--- config.mk ---
export PLATFORM = sky130hd
export DESIGN_NAME = enable_tick_gen
export DESIGN_NICKNAME = d
export VERILOG_FILES = /design/src/rtl/tick_gen_pkg.sv /design/src/rtl/tick_div_counter.sv /design/src/rtl/enable_tick_gen.sv
export SDC_FILE = /design/constraint.sdc
export NUM_CORES = 1
export LEC_CHECK = 0
export CORE_ASPECT_RATIO = 1.75
export CORE_MARGIN = 2
export CORE_UTILIZATION = 50
export CTS_CLUSTER_DIAMETER = 150
export DETAILED_ROUTE_END_ITERATION = 16
export PLACE_DENSITY_LB_ADDON = 0.12
export SLEW_MARGIN = 20
export SYNTH_ARGS = -nofsm -noshare
export SYNTH_HDL_FRONTEND = slang
export SYNTH_SLANG_ARGS = --single-unit
export TNS_END_PERCENT = 10
--- constraint.sdc ---
create_clock -name clk -period 4.15 [get_ports clk]
set_input_delay 1.0375 -clock clk [delete_from_list [all_inputs] [get_ports clk]]
set_output_delay 1.0375 -clock clk [all_outputs]
set_load 0.01 [all_outputs]
--- src/rtl/tick_gen_pkg.sv ---
// Shared definitions for the enable-tick prescaler: FSM state encodings and
// default widths.
package tick_gen_pkg;

  typedef enum logic [1:0] {
    ST_IDLE = 2'd0,
    ST_RUN  = 2'd1,
    ST_DONE = 2'd2
  } tick_state_e;

  localparam int DIV_W_DEF = 16;
  localparam int CNT_W_DEF = 8;

endpackage : tick_gen_pkg

--- src/rtl/tick_div_counter.sv ---
// Period counter for the prescaler: counts 0..terminal while enabled and
// strobes wrap combinationally during the last cycle of each period.
module tick_div_counter #(
  parameter int W = 16
) (
  input  logic         clk,
  input  logic         reset_n,
  input  logic         clear,
  input  logic         enable,
  input  logic [W-1:0] terminal,
  output logic         wrap
);

  logic [W-1:0] cnt_reg;
  logic         at_term;

  assign at_term = (cnt_reg == terminal);
  assign wrap    = enable && at_term;

  // The clearing edge is itself the first cycle of the period, so counting
  // resumes at 1; for a one-cycle period the only legal value is 0.
  always_ff @(posedge clk or negedge reset_n) begin
    if (!reset_n) begin
      cnt_reg <= '0;
    end else if (clear) begin
      cnt_reg <= (terminal == '0) ? '0 : W'(1);
    end else if (enable) begin
      cnt_reg <= at_term ? '0 : cnt_reg + W'(1);
    end
  end

endmodule : tick_div_counter

--- src/rtl/enable_tick_gen.sv ---
// Programmable prescaler producing one-cycle enable ticks, free-running or in
// fixed-length bursts, with start/retrigger/stop control.
module enable_tick_gen
  import tick_gen_pkg::*;
#(
  parameter int DIV_W = DIV_W_DEF,
  parameter int CNT_W = CNT_W_DEF
) (
  input  logic             clk,
  input  logic             reset_n,
  input  logic             start,
  input  logic             stop,
  input  logic [DIV_W-1:0] divisor,
  input  logic [CNT_W-1:0] burst_len,
  output logic             tick,
  output logic             busy,
  output logic             done,
  output logic [CNT_W-1:0] tick_cnt
);

  tick_state_e      state_reg, state_next;
  logic [DIV_W-1:0] div_reg, div_next;
  logic [CNT_W-1:0] len_reg, len_next;
  logic [CNT_W-1:0] tick_cnt_reg, tick_cnt_next;
  logic             tick_reg, tick_next;
  logic             busy_reg, busy_next;
  logic             done_reg, done_next;

  logic             start_acc;
  logic             cnt_enable;
  logic             wrap;
  logic             last_tick;
  logic [DIV_W-1:0] new_div;
  logic [DIV_W-1:0] terminal;

  assign new_div    = (divisor == '0) ? DIV_W'(1) : divisor;
  assign start_acc  = start && !stop;
  assign cnt_enable = (state_reg == ST_RUN) && !stop && !start;
  assign terminal   = (start_acc ? new_div : div_reg) - DIV_W'(1);
  // The tick currently on the output is the final one of a bounded burst.
  assign last_tick  = tick_reg && (len_reg != '0) && (tick_cnt_reg == len_reg);

  tick_div_counter #(.W(DIV_W)) u_div_counter (
    .clk      (clk),
    .reset_n  (reset_n),
    .clear    (start_acc),
    .enable   (cnt_enable),
    .terminal (terminal),
    .wrap     (wrap)
  );

  always_ff @(posedge clk or negedge reset_n) begin
    if (!reset_n) begin
      state_reg    <= ST_IDLE;
      div_reg      <= DIV_W'(1);
      len_reg      <= '0;
      tick_cnt_reg <= '0;
      tick_reg     <= 1'b0;
      busy_reg     <= 1'b0;
      done_reg     <= 1'b0;
    end else begin
      state_reg    <= state_next;
      div_reg      <= div_next;
      len_reg      <= len_next;
      tick_cnt_reg <= tick_cnt_next;
      tick_reg     <= tick_next;
      busy_reg     <= busy_next;
      done_reg     <= done_next;
    end
  end

  always_comb begin
    state_next    = state_reg;
    div_next      = div_reg;
    len_next      = len_reg;
    tick_cnt_next = tick_cnt_reg;
    tick_next     = 1'b0;

    if (stop) begin
      state_next = ST_IDLE;
    end else if (start) begin
      state_next = ST_RUN;
      div_next   = new_div;
      len_next   = burst_len;
      // With a one-cycle period the first tick lands right after the start edge.
      if (new_div == DIV_W'(1)) begin
        tick_next     = 1'b1;
        tick_cnt_next = CNT_W'(1);
      end else begin
        tick_cnt_next = '0;
      end
    end else begin
      case (state_reg)
        ST_RUN: begin
          if (last_tick) begin
            state_next = ST_DONE;
          end else if (wrap) begin
            tick_next     = 1'b1;
            tick_cnt_next = tick_cnt_reg + CNT_W'(1);
          end
        end
        ST_DONE: state_next = ST_IDLE;
        default: state_next = ST_IDLE;
      endcase
    end

    busy_next = (state_next == ST_RUN);
    done_next = (state_next == ST_DONE);
  end

  assign tick     = tick_reg;
  assign busy     = busy_reg;
  assign done     = done_reg;
  assign tick_cnt = tick_cnt_reg;

endmodule : enable_tick_gen

==> metrics.md <==
| Metric | Value |
|---|---|
| Post-detailed-route via-to-cell ratio | 5.75 |
| Max Freq | 0.245 GHz |
| Hold WC Path Type | register to register |
| Post-synthesis net count | 427 |
| Number of hold violations in the final report | 0 |
| Layout cells sized above 1 | 0.279 |
| Async set-reset flop share out of synthesis | 1.00 |
| DRC | 0 |
| Port buffer count | 38 |
| Area of the die | 7710 um^2 |
| Period utilisation layout | 0.984 |
| WL/cell | 17.9 um |
| Crit path arrival time | 4.31 ns |
| Post-detail-place hpwl | 7.86 mm |
| Yosys warns | 0 |
| All-Layer GR Usage | 0.292 |
| Area share of the largest cell type after synthesis | 0.372 |
| Most instantiated library cell after synthesis | sky130_fd_sc_hd__nand2_1 |
| Worst-Skew Late Latency | 0.30 ns |
| First-pass detailed-route iteration total | 4 |
| Die Height | 115 um |
| Number of setup violations in the final report | 0 |
| Maximum fanout encountered on the critical timing path | 8 |
| Dominant cell type by area after synthesis | sky130_fd_sc_hd__dfrtp_1 |
| Post-synthesis cell area | 3500 um^2 |
| TritonCTS Buffers | 5 |
| Synthesized flop and latch total | 53 |
| Count of H-tree levels built during CTS | 2 |
| Outcome | finished clean |
| Number of enable flip-flop cells after synthesis | 0 |
| Time the worst path needs with I/O delays and setup | 4.08 ns |
| WS Path Type | input port to register |
| Routed WL | 10.4 mm |
| Endpoint class of the critical path | register |
| TritonCTS clock tree | built |
| Number of buffers added to fix hold violations after cts | 0 |
| Starting density of the core | 0.514 |
| Number of nets with antenna violations after detailed routing | 0 |
| Core Box Area | 6810 um^2 |
| PwrDens | 311 nW/um^2 |
| X dimension of the die | 67.2 um |
| Relative max-transition margin | 0.394 |
| Clk sink count | 53 |
| Top_reg_cell synth | sky130_fd_sc_hd__dfrtp_1 |
| Number of DRC violations after detailed-routing iteration 0 | 164 |
| Initial antenna violation count | 0 |
| Routability congestion estimate from global placement | 1.00 |
| Final core area utilization | 0.702 |
| Top cells by instance count after synthesis | 54 x sky130_fd_sc_hd__nand2_1, 52 x sky130_fd_sc_hd__dfrtp_1, 26 x sky130_fd_sc_hd__nor2_1 |
| Number of different library cells in the post-synthesis netlist | 64 |
| Actual transition at the worst max-transition pin | 0.901 ns |
| Setup Skew | 0.00478 ns |
| Antenna Diode Count | 0 |
| Kind of launch point of the worst setup path | input port |
| Clock input transition at the sequential cells of the worst setup and hold paths | 0.07 ns |
| Max-slew violation total from the final report | 0 |
| Worst slack after detailed placement | -0.968 ns |
| Post-layout net count | 526 |
| Per-instance average area after synthesis | 8.86 um^2 |
| Number of max-cap violations | 0 |
| Leak pwr | 2.16 nW |
| Vias in the first global route | 3,347 |
| Worst supply voltage drop on vdd | 0.213 mV |
| Total I/O pin count | 39 |
| Cell count after synthesis | 395 |
| Data required, critical path | 4.38 ns |
| Global-route congestion overflow total | 0 |
| Count of vias placed by the detailed router | 3,331 |
| FP Rows | 40 |
| Post-layout worst setup margin | 0.0662 ns |
| Synth top area cells | sky130_fd_sc_hd__dfrtp_1 37%, sky130_fd_sc_hd__nand2_1 5.8%, sky130_fd_sc_hd__xnor2_1 5.5% |
| Sequential fraction of the synthesis area | 0.379 |
| Wire length of the first global-routing pass | 16.3 mm |
| Cell chosen for the clock root | sky130_fd_sc_hd__clkbuf_16 |
| Syn-to-layout area delta | 36.6% |
| Maximum number of pins on one net before global-route repair | 30 |
| Max Buffers Root-to-Sink | 2 |
[logic make-up (layout without fill, tap and decap cells)]
group	count (synthesis)	count (layout)	share of synthesized area
adders and majority gates	4	4	0.0143
muxes	23	23	0.0737
and+or+nand+nor	180	180	0.272
DFF	53	53	0.379
AOI/OAI and AO/OA	65	65	0.126
xor gates and xnor gates	30	30	0.0869
buffers and inverters	40	140	0.0476
[path summary, 6_finish.rpt]
kind	start	cells after the start	slack, ns	to
min reg2reg	u_div_counter.cnt_reg[14]$_DFFE_PN0P_	1	0.52	u_div_counter.cnt_reg[14]$_DFFE_PN0P_
max reg2reg	div_reg[0]$_DFFE_PN1N_	12	0.88	tick_cnt[7]$_DFFE_PN0P_
min	u_div_counter.cnt_reg[14]$_DFFE_PN0P_	1	0.52	u_div_counter.cnt_reg[14]$_DFFE_PN0P_
max in group asynchronous	reset_n	2	2.59	div_reg[6]$_DFFE_PN0N_
max	start	13	0.07	tick_cnt[7]$_DFFE_PN0P_
min in group asynchronous	reset_n	1	0.77	tick_cnt[3]$_DFFE_PN0P_
[power by group]
group	leakage [nW]	internal, mW	switching [mW]	total (mW)
Combinational	1.40	0.199	0.196	0.396
Clock	0.0831	0.301	0.190	0.491
Sequential	0.685	0.556	0.0442	0.600
[cell type report]
type                    instances  area, um^2
clock inverters                 2        37.5
fillers                       553        2030
repair buffers                112         906
flip-flops and latches         53        1330
multi-input cells             302        2190
clock buffers                   6         139
well taps                      84         105
inverters                      20        75.1
[critical path: stages]
cell and delay, ns:
sky130_fd_sc_hd__clkdlybuf4s15_2 0.20, sky130_fd_sc_hd__buf_6 0.11, sky130_fd_sc_hd__buf_4 0.15, sky130_fd_sc_hd__or4b_4 0.48
sky130_fd_sc_hd__o31ai_2 0.11, sky130_fd_sc_hd__nand2_2 0.10, sky130_fd_sc_hd__or4_4 0.49, sky130_fd_sc_hd__or3_4 0.41
sky130_fd_sc_hd__a2111oi_4 0.37, sky130_fd_sc_hd__buf_4 0.22, sky130_fd_sc_hd__nand3_4 0.14, sky130_fd_sc_hd__or3_1 0.36
sky130_fd_sc_hd__a21oi_2 0.13
[per-layer routing]
| metal | part of all wire | global-route usage | wire (um) |
|---|---|---|---|
| met2 | 0.56 | 0.541 | 5850 |
| met4 | 0.059 | 0.188 | 614 |
| met5 | 0 | 0 | 0 |
| met3 | 0.032 | 0.0492 | 334 |
| met1 | 0.35 | 0.282 | 3590 |
[per-stage QoR]
stage / power, mW / instances / instance area (um^2) / setup TNS, ns / hold slack, ns
2_1_floorplan: 0.811 / 395 / 3610 / -13.56 / 0.469
3_3_place_gp: 0.982 / 563 / 4450 / -18.41 / 0.503
3_5_place_dp: 0.992 / 563 / 4450 / -20.55 / 0.513
4_1_cts: 1.49 / 576 / 4730 / 0 / 0.522
5_1_grt: 1.55 / 579 / 4780 / -0.0249 / 0.538
6_report: 1.49 / 579 / 4780 / 0 / 0.525
[cell usage in the layout, fill, tap and decap left out, types with 3 or more instances in the layout]
cell | Yosys | routed
sky130_fd_sc_hd__a21oi_1 | 21 | 17
sky130_fd_sc_hd__a21oi_2 | 1 | 4
sky130_fd_sc_hd__a22o_1 | 5 | 5
sky130_fd_sc_hd__and2_1 | 4 | 3
sky130_fd_sc_hd__and3_1 | 5 | 5
sky130_fd_sc_hd__buf_2 | 4 | 9
sky130_fd_sc_hd__buf_4 | 3 | 70
sky130_fd_sc_hd__buf_6 | 0 | 4
sky130_fd_sc_hd__clkbuf_16 | 0 | 5
sky130_fd_sc_hd__clkdlybuf4s15_2 | 0 | 4
sky130_fd_sc_hd__clkdlybuf4s50_1 | 0 | 19
sky130_fd_sc_hd__dfrtp_1 | 52 | 52
sky130_fd_sc_hd__dlygate4sd2_1 | 0 | 4
sky130_fd_sc_hd__ha_1 | 4 | 3
sky130_fd_sc_hd__inv_1 | 20 | 20
sky130_fd_sc_hd__mux2i_1 | 19 | 18
sky130_fd_sc_hd__nand2_1 | 54 | 53
sky130_fd_sc_hd__nand2b_1 | 9 | 7
sky130_fd_sc_hd__nand3_1 | 20 | 20
sky130_fd_sc_hd__nand4_1 | 8 | 8
sky130_fd_sc_hd__nor2_1 | 26 | 24
sky130_fd_sc_hd__nor2b_1 | 10 | 8
sky130_fd_sc_hd__nor3_1 | 10 | 9
sky130_fd_sc_hd__nor4_1 | 7 | 5
sky130_fd_sc_hd__nor4b_1 | 4 | 3
sky130_fd_sc_hd__o21ai_0 | 15 | 12
sky130_fd_sc_hd__o21ai_1 | 0 | 3
sky130_fd_sc_hd__or3_1 | 7 | 4
sky130_fd_sc_hd__or3_4 | 1 | 4
sky130_fd_sc_hd__xnor2_1 | 22 | 21
sky130_fd_sc_hd__xnor3_1 | 3 | 3
sky130_fd_sc_hd__xor2_1 | 5 | 5
[repair_timing]
action	CTS	global route
resized for setup	78	4
buffers inserted	6	3
pin swaps	16	8
hold endpoints to repair	0	0
setup endpoints to repair	25	24
(Power assumes the default switching activity.)
==> RTL change 1 (config.mk and constraints unchanged) <==
Make the reset (`reset_n`) synchronous in 2 clocked blocks.
--- a/src/rtl/tick_div_counter.sv
+++ b/src/rtl/tick_div_counter.sv
@@ -19,7 +19,7 @@
 
   // The clearing edge is itself the first cycle of the period, so counting
   // resumes at 1; for a one-cycle period the only legal value is 0.
-  always_ff @(posedge clk or negedge reset_n) begin
+  always_ff @(posedge clk) begin
     if (!reset_n) begin
       cnt_reg <= '0;
     end else if (clear) begin
--- a/src/rtl/enable_tick_gen.sv
+++ b/src/rtl/enable_tick_gen.sv
@@ -49,7 +49,7 @@
     .wrap     (wrap)
   );
 
-  always_ff @(posedge clk or negedge reset_n) begin
+  always_ff @(posedge clk) begin
     if (!reset_n) begin
       state_reg    <= ST_IDLE;
       div_reg      <= DIV_W'(1);
Formal check against the unedited RTL: differs if reset_n is asserted again (counterexample within 4 cycles, from zero or initial values and one cycle with reset_n low); with reset_n held inactive, the same outputs for 10 cycles.
==> RTL change 1 against the unedited design <==
Design area up 6.2%; clock power fell by 15%; area after synthesis is 2.9% higher; worst hold slack lost 0.027 ns; routed wire length up 13%; power is 10% lower; critical endpoint is now tick_cnt[3]; final cell count increased by 10%; sequential cell count is the same; setup slack got worse by 0.014 ns.
==> RTL change 1: results (changes against the unedited design) <==
crit path max fanout 7 (-1); clock root buffer clkbuf_16; HPWL after DPL 9110 um (+16%); Placer Congestion 0.948 (-5.3%); status finished, final reports clean; Vias 3726 (+12%); worst vdd ir 0.000197 V (-7.7%); ratio of cells with drive above 1 in the final layout 0.285 (+0.00615); leakage 2.06 nW (-4.9%); main area contributors after synthesis dfxtp_1 29%, xnor2_1 5.6%, nand2_1 5.5%, mux2i_1 4.7%, xor2_1 3.2%; maximum clock path buffer count 2 (unchanged); WP data arrival 4.27 ns (-0.04 ns); Worst-path clk slew 0.06 ns; Ys Warns 0 (unchanged); wire per inst 18.4 um (+2.8%); critical path's slowest cell or4b_4; compound-gate portion of the synthesized area 0.170 (+0.0434); Post-synth ARST share 0 (-1.00); library cells used by synthesis 69 (+7.8%); # H-tree levels 2 (unchanged); Synth Area in Adders 0.0139 (-0.000403); Post-synth top flop dfxtp_1; worst hold margin 0.498 ns (-0.0269 ns); Layout Skew 0.00377 ns (-0.00101 ns); Worst Max-Slew Pin Slew 0.765 ns (-0.136 ns); placed instance area 4630 sq um (+4.1%); Post-Syn Nets 463 (+8.4%); xor/xnor cell area share of the yosys netlist 0.0876 (+0.000681); reg-to-reg slack, setup 1.18 ns (+0.30 ns); layout net count 583 (+11%); first-pass GRT wire length 17600 um (+8.1%); CP max stage delay 0.56 ns (+0.07 ns); top cells by count, synth 53 x dfxtp_1, 53 x nand2_1, 29 x nor2_1, 23 x xnor2_1, 19 x nand3_1; ANT cells 0 (unchanged); switch share 0.286 (-0.00383); gr usage total 0.306 (+0.0139); Seq/Total Area, Yosys 0.295 (-0.0847); drt initial violations 236 (+44%); initial antenna violation count 0 (unchanged); post-synthesis mux area share 0.0619 (-0.0118); largest net degree at the start of global routing 25 (-17%)
RTL change 1: changes by cell type in the layout (fill, tap and decap cells not counted), sizes merged, moves of 5 or more:
cell           unedited run  this run
a21boi                    2        12
a21oi                    22        10
a22o                      5         0
buf                      83        93
clkdlybuf4s15             6         1
dfrtp                    52         0
dfxtp                     0        53
dlymetal6s2s              0         7
inv                      20         8
nor3b                     1         7
o21ai                    15        21
xor2                      5        13
RTL change 1: final cells by class:
class	instances	area (sq um)
clock buffer	7	143
fill	558	2000
inverter	8	30.0
multi-input combinational	352	2610
sequential	53	1060
tap	86	108
timing repair buffer	131	1130
RTL change 1: per-stage QoR:
step                      power [mW]  cells  TNS, ns  setup WS (ns)  utilization
after global routing            1.38    637  -0.0776        -0.0431        0.717
after detailed placement       0.876    619    -9.73         -0.601        0.654
final                           1.33    637        0         0.0520        0.717
after global placement         0.872    619    -8.98         -0.584        0.654
after floorplan                0.720    431        0        0.00647            -
after CTS                       1.30    629        0        0.00631        0.687
RTL change 1: cells by family after synthesis:
logic type | count (synthesis)
and+or+nand+nor | 209
xor gates and xnor gates | 36
muxes | 21
DFF | 53
AOI/OAI and AO/OA | 82
buffers and inverters | 26
adders and majority gates | 4
RTL change 1: power by group through the flow:
stage	Combinational (mW)	Clock [mW]	Sequential, mW
after floorplan	0.178	0	0.542
after global placement	0.326	0	0.546
after detailed placement	0.330	0	0.546
after CTS	0.343	0.426	0.534
after global routing	0.402	0.442	0.536
final	0.380	0.417	0.535
RTL change 1: worst register-to-register path: cells and delay by family, from the launching register on:
family | cells | cell delay [ns]
AO/OA/AOI/OAI | 3 | 0.41
XOR/XNOR | 1 | 0.09
adder cells (fa/ha/maj) | 1 | 0.21
buffers and inverters | 2 | 0.31
flip-flops | 1 | 0.34
multiplexers | 1 | 0.27
AND/OR/NAND/NOR | 4 | 1.23
RTL change 1: what timing repair did:
item / CTS / global route
resized for setup: 27 / 32
cloned: 0 / 0
pin swaps: 14 / 25
endpoints found under the setup margin: 23 / 24
setup buffers: 3 / 8
RTL change 1: final timing paths:
path              depth (start not counted)        from          end
setup / recovery                         14       start  tick_cnt[3]
hold / removal                            2  len_reg[1]   len_reg[1]
hold reg to reg                           2  len_reg[1]   len_reg[1]
setup reg to reg                         12  div_reg[1]  tick_cnt[3]
RTL change 1: per-layer routing:
layer  up-vias  global-route usage  share of wire
met1      1778               0.274           0.34
met2       107               0.585           0.56
met4         0               0.208          0.060
li1       1791                   -              -
met5         -                   0              0
met3        50              0.0530          0.033
==> RTL change 2 (config.mk and constraints unchanged) <==
Without the edit above. Change the package constant `DIV_W_DEF` from 16 to 24.
--- a/src/rtl/tick_gen_pkg.sv
+++ b/src/rtl/tick_gen_pkg.sv
@@ -8,7 +8,7 @@
     ST_DONE = 2'd2
   } tick_state_e;
 
-  localparam int DIV_W_DEF = 16;
+  localparam int DIV_W_DEF = 24;
   localparam int CNT_W_DEF = 8;
 
 endpackage : tick_gen_pkg
Interface: changed (resized divisor); port bits go from 39 to 47. No check against the original RTL was run, so the function may have changed too.
==> RTL change 2 against the unedited design <==
The run now ends with setup timing left; synthesized cell count is 34% higher; sequential power is 34% higher; area after synthesis grew 38%; setup slack worse by 0.65 ns; fmax down 14%; combinational power increased by 80%; critical path depth grew 4; design area is 40% higher; routed wire length increased by 53%; register-to-register slack worse by 0.82 ns; sequential cell count rose by 16; power increased by 50%; largest cell class unchanged; largest power group unchanged.
==> RTL change 2: results (changes against the unedited design) <==
status finished, violations left; failing checks setup timing; Routed WL 15900 um (+53%); worst vdd ir 0.000313 V (+47%); PortBufs 46 (+21%); DP Worst Slack -1.61 ns (-0.645 ns); Placer Congestion 0.973 (-2.8%); vias per cell 5.87 (+2.0%); CP max stage delay 0.52 ns (+0.03 ns); vias in the first global route 4836 (+44%); Post-CTS Resized 110 (+41%); Worst-path clk slew 0.05 ns (-0.02 ns); Worst Max-Slew Pin Slew 0.768 ns (-0.133 ns); Post-Syn Nets 570 (+33%); drt initial violations 261 (+59%); first-pass GRT wire length 24800 um (+53%); main area contributors after synthesis dfrtp_1 35%, xnor2_1 6.5%, mux2i_1 4.3%, nor2_1 3.8%, nand2_1 3.1%; gr usage total 0.312 (+0.0199); xor/xnor cell area share of the yosys netlist 0.110 (+0.0230); post-synthesis mux area share 0.0817 (+0.00802); FF-to-FF path depth 15 (+3); dpl cells 790 (+40%); CP Capture Type flip-flop; Detail Route met2 WL 8580 um (+47%); Worst-Skew Late Latency 0.33 ns (+0.03 ns); layout net count 725 (+38%); top cells by count, synth 68 x dfrtp_1, 49 x nor2_1, 40 x nand2_1, 36 x xnor2_1, 29 x a21oi_1; wire per inst 19.5 um (+8.9%); Seq/Total Area, Yosys 0.357 (-0.0224); area of the multi-input gates 3110 sq um (+42%); # H-tree levels 3 (+1); Synth Area in Adders 0.0103 (-0.00396); met2 GRT Util 0.570 (+0.0287); HPWL after DPL 12500 um (+59%); Num CTS Buffers 9 (+4); R2R Path Start div_reg[0]; Setup Viol. Count Final 32 (+32); Hold Path End u_div_counter.cnt_reg[5]; Initial DRT Pass Iterations 5 (+1); compound-gate portion of the synthesized area 0.144 (+0.0175); Post-CTS Setup Repair Bufs 4 (-2); maximum clock path buffer count 2 (unchanged); M1 wire length 5860 um (+63%); Layout Skew 0.0111 ns (+0.00631 ns); fill count 769 (+39%); clock root buffer clkbuf_16; worst hold margin 0.532 ns (+0.00765 ns); # rows 47 (+18%); Synth Instances 530 (+34%); leakage 3.04 nW (+41%); Final WS setup -0.588 ns (-0.654 ns); placed instance area 6270 sq um (+41%); WP data arrival 5.00 ns (+0.69 ns); P_int 1.53 mW (+44%); library cells used by synthesis 68 (+6.3%); WL met3 526 um (+57%); crit path launch divisor[1]
[RTL change 2: changes by cell type in the layout (fill, tap and decap cells not counted), moves of 13 or more]
cell     change
nor2_1      +23
dfrtp_1     +16
nand2_1     -13
a31oi_1     +18
xnor2_1     +14
and3_1      +13
buf_4       +42
[RTL change 2: cell type report]
| cell class | count | share of cell area |
|---|---|---|
| Inverter | 23 | 0.0129 |
| Multi-Input combinational cell | 417 | 0.464 |
| Clock inverter | 2 | 0.00149 |
| Timing Repair Buffer | 165 | 0.201 |
| Clock buffer | 14 | 0.0394 |
| Sequential cell | 69 | 0.258 |
| Tap cell | 122 | 0.0228 |
[RTL change 2: power groups by stage]
stage	clock network [mW]	registers, mW	logic (mW)
finish	0.713	0.806	0.712
CTS	0.725	0.804	0.690
floorplan	0	0.794	0.351
detailed placement	0	0.816	0.680
global placement	0	0.813	0.667
global route	0.755	0.815	0.761
